--- src/rtl/alarm_led_ctrl.sv ---
// Multi-channel alarm LED driver: per-channel IDLE/ACTIVE/DONE with latched blink mode and timeout.
// Optional shared buzzer output enabled by defining ALARM_BUZZER_EN.
module alarm_led_ctrl #(
  parameter int unsigned CH            = 4,
  parameter int unsigned SLOW_HALF_CYC = 2500000,
  parameter int unsigned FAST_HALF_CYC = 625000,
  parameter int unsigned DURATION_CYC  = 25000000
) (
  input  logic            clk,
  input  logic            reset,
  input  logic [CH-1:0]   ring,
  input  logic [CH-1:0]   ack,
  input  logic [2*CH-1:0] mode,
  output logic [CH-1:0]   led,
  output logic [CH-1:0]   busy,
  output logic [CH-1:0]   done
`ifdef ALARM_BUZZER_EN
  ,
  output logic            buzzer
`endif
);

  localparam int unsigned DW = $clog2(DURATION_CYC);
  localparam int unsigned PW = $clog2(SLOW_HALF_CYC);

  localparam logic [1:0] S_IDLE   = 2'd0;
  localparam logic [1:0] S_ACTIVE = 2'd1;
  localparam logic [1:0] S_DONE   = 2'd2;

  localparam logic [1:0] M_STEADY = 2'd0;
  localparam logic [1:0] M_SLOW   = 2'd1;
  localparam logic [1:0] M_FAST   = 2'd2;
  localparam logic [1:0] M_SILENT = 2'd3;

  logic [1:0]    state_q [CH];
  logic [1:0]    state_n [CH];
  logic [1:0]    mode_q  [CH];
  logic [1:0]    mode_n  [CH];
  logic [DW-1:0] dur_q   [CH];
  logic [DW-1:0] dur_n   [CH];
  logic [PW-1:0] ph_q    [CH];
  logic [PW-1:0] ph_n    [CH];
  logic [CH-1:0] led_n;
  logic [CH-1:0] busy_n;
  logic [CH-1:0] done_n;

  // Last phase count before a toggle; only the fast mode uses the short half-period.
  function automatic logic [PW-1:0] half_last(input logic [1:0] m);
    return (m == M_FAST) ? PW'(FAST_HALF_CYC - 1) : PW'(SLOW_HALF_CYC - 1);
  endfunction

  // Per-channel next-state and registered-output values.
  always_comb begin
    for (int i = 0; i < CH; i++) begin
      state_n[i] = state_q[i];
      mode_n[i]  = mode_q[i];
      dur_n[i]   = dur_q[i];
      ph_n[i]    = ph_q[i];
      led_n[i]   = led[i];
      busy_n[i]  = busy[i];
      done_n[i]  = 1'b0;
      case (state_q[i])
        S_IDLE: begin
          dur_n[i]  = '0;
          ph_n[i]   = '0;
          led_n[i]  = 1'b0;
          busy_n[i] = 1'b0;
          if (ring[i]) begin
            state_n[i] = S_ACTIVE;
            mode_n[i]  = mode[2*i +: 2];
            led_n[i]   = (mode[2*i +: 2] != M_SILENT);
            busy_n[i]  = 1'b1;
          end
        end
        S_ACTIVE: begin
          if (!ring[i] || ack[i] || (dur_q[i] == DW'(DURATION_CYC - 1))) begin
            // A dropped ring returns silently; ack or timeout reports completion.
            state_n[i] = ring[i] ? S_DONE : S_IDLE;
            done_n[i]  = ring[i];
            dur_n[i]   = '0;
            ph_n[i]    = '0;
            led_n[i]   = 1'b0;
            busy_n[i]  = 1'b0;
          end else begin
            dur_n[i] = dur_q[i] + DW'(1);
            if (ph_q[i] == half_last(mode_q[i])) begin
              ph_n[i] = '0;
              if (mode_q[i] == M_SLOW || mode_q[i] == M_FAST) led_n[i] = ~led[i];
            end else begin
              ph_n[i] = ph_q[i] + PW'(1);
            end
            if (mode_q[i] == M_STEADY) led_n[i] = 1'b1;
            if (mode_q[i] == M_SILENT) led_n[i] = 1'b0;
          end
        end
        S_DONE: begin
          dur_n[i]  = '0;
          ph_n[i]   = '0;
          led_n[i]  = 1'b0;
          busy_n[i] = 1'b0;
          if (!ring[i]) state_n[i] = S_IDLE;
        end
        default: begin
          state_n[i] = S_IDLE;
          dur_n[i]   = '0;
          ph_n[i]    = '0;
          led_n[i]   = 1'b0;
          busy_n[i]  = 1'b0;
        end
      endcase
    end
  end

  always_ff @(posedge clk) begin
    if (reset) begin
      for (int i = 0; i < CH; i++) begin
        state_q[i] <= S_IDLE;
        mode_q[i]  <= '0;
        dur_q[i]   <= '0;
        ph_q[i]    <= '0;
      end
      led  <= '0;
      busy <= '0;
      done <= '0;
    end else begin
      for (int i = 0; i < CH; i++) begin
        state_q[i] <= state_n[i];
        mode_q[i]  <= mode_n[i];
        dur_q[i]   <= dur_n[i];
        ph_q[i]    <= ph_n[i];
      end
      led  <= led_n;
      busy <= busy_n;
      done <= done_n;
    end
  end

`ifdef ALARM_BUZZER_EN
  localparam int unsigned FW = $clog2(FAST_HALF_CYC);

  logic [FW-1:0] sq_cnt_q;
  logic [FW-1:0] sq_cnt_n;
  logic          sq_wave_q;
  logic          sq_wave_n;
  logic          any_active;
  logic          audible_n;

  // Shared square wave runs only while some channel is active; restarts high.
  always_comb begin
    any_active = 1'b0;
    audible_n  = 1'b0;
    for (int i = 0; i < CH; i++) begin
      if (state_q[i] == S_ACTIVE) any_active = 1'b1;
      if (state_n[i] == S_ACTIVE && mode_n[i] != M_SILENT) audible_n = 1'b1;
    end
    sq_cnt_n  = '0;
    sq_wave_n = 1'b1;
    if (any_active) begin
      sq_wave_n = sq_wave_q;
      if (sq_cnt_q == FW'(FAST_HALF_CYC - 1)) begin
        sq_wave_n = ~sq_wave_q;
      end else begin
        sq_cnt_n = sq_cnt_q + FW'(1);
      end
    end
  end

  always_ff @(posedge clk) begin
    if (reset) begin
      sq_cnt_q  <= '0;
      sq_wave_q <= 1'b1;
      buzzer    <= 1'b0;
    end else begin
      sq_cnt_q  <= sq_cnt_n;
      sq_wave_q <= sq_wave_n;
      buzzer    <= audible_n & sq_wave_n;
    end
  end
`endif

endmodule
--- config.mk ---
export PLATFORM = sky130hd
export DESIGN_NAME = alarm_led_ctrl
export DESIGN_NICKNAME = d
export VERILOG_FILES = /design/src/rtl/alarm_led_ctrl.sv
export SDC_FILE = /design/constraint.sdc
export NUM_CORES = 1
export LEC_CHECK = 0
export CAP_MARGIN = 20
export CORE_MARGIN = 2
export CORE_UTILIZATION = 55
export CTS_CLUSTER_DIAMETER = 50
export CTS_CLUSTER_SIZE = 16
export DETAILED_ROUTE_END_ITERATION = 7
export DONT_BUFFER_PORTS = 1
export PLACE_DENSITY = 0.75
export RECOVER_POWER = 25
export REMOVE_ABC_BUFFERS = 1
export SETUP_SLACK_MARGIN = 0.02
export SLEW_MARGIN = 10
export SYNTH_ARGS = -nofsm -noshare
export SYNTH_HDL_FRONTEND = slang
export SYNTH_SLANG_ARGS = --single-unit
export TNS_END_PERCENT = 1
--- constraint.sdc ---
create_clock -name clk -period 2.24 [get_ports clk]
set_input_delay 0.112 -clock clk [delete_from_list [all_inputs] [get_ports clk]]
set_output_delay 0.112 -clock clk [all_outputs]
set_load 0.05 [all_outputs]
==> results.ini <==
[worst_setup_path]
critPathSlowestCell = dlygate4sd3_1
path_max_fanout = 4
path_buf_inv = 1
worst_ep_arrival_time_ns = 2.56
cp_top_family = buffers and inverters
r2r_start = dur_q[3][0]
cp-end-kind = flip-flop
critPathKind = reg2reg
cp_cell_sequence = ha_1 -> and4_1 -> nand4_1 -> o21a_1 -> nand2_1 -> a211oi_1 -> dlygate4sd3_1
worstPathRequired_ns = 2.63
cp-start-kind = flip-flop
worstSetupStartpoint = dur_q[3][0]
slowest_delay_ns = 0.61

[grt]
grt_overflow_total = 0
grt_max_degree = 26
grt_pass1_vias = 7341
grt_pass1_wl_mm = 33.0
antenna_found_initial = 0
grt_usage = 0.206

[sta]
maxSlewViolCount = 0
worst_slew_pin_slew_ns = 1.09
fin_worst_skew_ns = 0.0147
fin_crit_sh = 0.965
rsz0062_at_grt = true
min_period_ns = 2.16
setup_viol = 0
hold_viol_final = 0
tns_ns = 0
fmax_mhz = 463
relSlewSlack = 0.272

[yosys]
synth.distinct_cells = 57
synth.area.top_cells = dfxtp_1 44%, xnor2_1 9.2%, nor2_1 8.7%, xor2_1 5.7%, nand3_1 3.6%
ys_ff_latch = 216
synth.avg_cell_area_um2 = 8.58
yosysTopAreaCell = dfxtp_1
synth_most_common_cell = nor2_1
synth_ff_type = dfxtp_1
syn_area_mm2 = 0.00987
synth_cells = 1150
synth_top_cell_area_share = 0.438
synth-edff-count = 0
yosysWarnings = 0
synthTopCellsByCount = 228 x nor2_1, 216 x dfxtp_1, 104 x xnor2_1
ys_async_sr_fraction = 0
synth-seq-area-share = 0.438

[cts]
clockBufferDepth = 3
clk_latency_ns = 0.51
cts_buffers = 23
path_clk_slew_ns = 0.07
htree_levels = 1
root_buffer = clkbuf_16
cts_tree = done
numClockSinks = 216

[detailed_routing]
avgRoutedWirePerCell_um = 13.4
ant_nets = 0
via_per_inst = 5.45
routed_wl_mm = 19.2
drt-pass1-iter-count = 5
first_iter_violations = 349
post-route-drc-count = 0
via_count = 7816

[layout]
multi_input_area_mm2 = 0.00529
layout.nets = 1231
final-seq-area_mm2 = 0.00433
antenna-diode-count = 0
area_growth_pct = 14.6
drive_above_1_share = 0.0587
nFillCells = 1456
fin_cells = 1434

[power]
peakVddDrop_mv = 0.632
p_total_w = 0.00798
p_leak_nw = 3.51
power_density_mw_per_mm2 = 705

[run]
max_cap_violations = 0

[floorplan]
row_count = 48
fp.dieW_um = 138
floorplan.initialDensity = 0.567
core_area_mm2 = 0.0174
dieArea_mm2 = 0.0190
die_h_um = 138
io_pins = 30

[status]
status = complete, no violations

[placement]
numPortBuffers = 0
placedCellCount = 1365
post-dp-hpwl_mm = 12.8
place_congestion = 0.800

[worst_hold_path]
hold_class = in2reg
hold_start = ring[3]

==> path summary, 6_finish.rpt <==
path                                 endpoint  slack (ns)  depth (start not counted)
worst max register to register  state_q[3][0]        0.08                          7
worst max-delay path            state_q[3][0]        0.08                          7
worst min-delay path                  busy[3]        0.08                          4
worst min register to register     ph_q[3][0]        0.45                          1
==> layer usage <==
layer,GRT usage,share of wire
met2,0.348,0.47
met3,0.0289,0.036
met4,0.0544,0.020
met1,0.277,0.47
met5,0,0
==> final cells by class <==
class                   count  share of cell area
inverters                  42              0.0139
well taps                 225              0.0249
multi-input cells         864               0.468
clock buffers              28              0.0561
flip-flops and latches    216               0.382
clock inverters            13              0.0132
repair buffers             46              0.0417
==> report_power, final <==
part / total [W] / internal, W / switching, W
combinational: 0.000233 / 0.000104 / 0.000129
clock: 0.00382 / 0.00219 / 0.00163
sequential: 0.00393 / 0.00387 / 0.0000557
total: 0.00798 / 0.00617 / 0.00181
==> cells in the final DEF, fill, tap and decap left out, drive strengths merged, types with 2 or more instances in the layout <==
cell	count
and3	25
nor3b	3
dfxtp	216
clkinvlp	2
o211ai	3
or2	2
nor4	28
a211oi	7
nor2b	9
inv	47
clkinv	5
xor2	64
or4b	4
a221o	2
or4	6
and2	5
clkbuf	35
nand2b	12
a2111oi	3
and4	18
nor3	40
dlygate4sd3	26
buf	13
nor2	228
xnor2	104
nand4b	6
nand3	71
ha	20
o21ai	15
nand2	79
nand4	46
nor4bb	8
or3	8
nor4b	10
a21oi	21
==> repair_timing <==
action                                  in CTS  in global routing
hold buffers                                26                  0
setup buffers                                0                  1
endpoints found under the setup margin       0                 49
endpoints found under the hold margin       31                  0
gates resized for setup                      0                 10
==> registers in the layout, summed over array words and instances, names as in the netlist <==
name     count
busy         4
done         4
dur_q      100
led          4
mode_q       8
ph_q        88
state_q      8
==> worst reg2reg max path, cell delays in order, from the launching register on <==
cell and delay, ns:
dfxtp_1 0.35, ha_1 0.21, and4_1 0.28, nand4_1 0.20
o21a_1 0.26, nand2_1 0.07, a211oi_1 0.06, dlygate4sd3_1 0.61
==> metrics by stage <==
stage	utilization	instance area (um^2)	worst slack (ns)	hold WS (ns)
after floorplan	-	9740	-0.267	0.181
after global placement	0.587	10200	0.114	0.185
after detailed placement	0.587	10200	0.0647	0.187
after CTS	0.647	11300	0.0535	0.0639
after global routing	0.649	11300	-0.0112	0.0964
final	0.649	11300	0.0793	0.0818
==> kinds of logic (layout without fill, tap and decap cells) <==
kind of cell	Yosys count	count (layout)	synth area share
compound gates	65	65	0.0458
xor+xnor	168	168	0.149
fa+ha+maj	20	20	0.0254
buf+inv	70	129	0.0287
flops	216	216	0.438
simple gates	611	611	0.313
(Power assumes the default switching activity.)
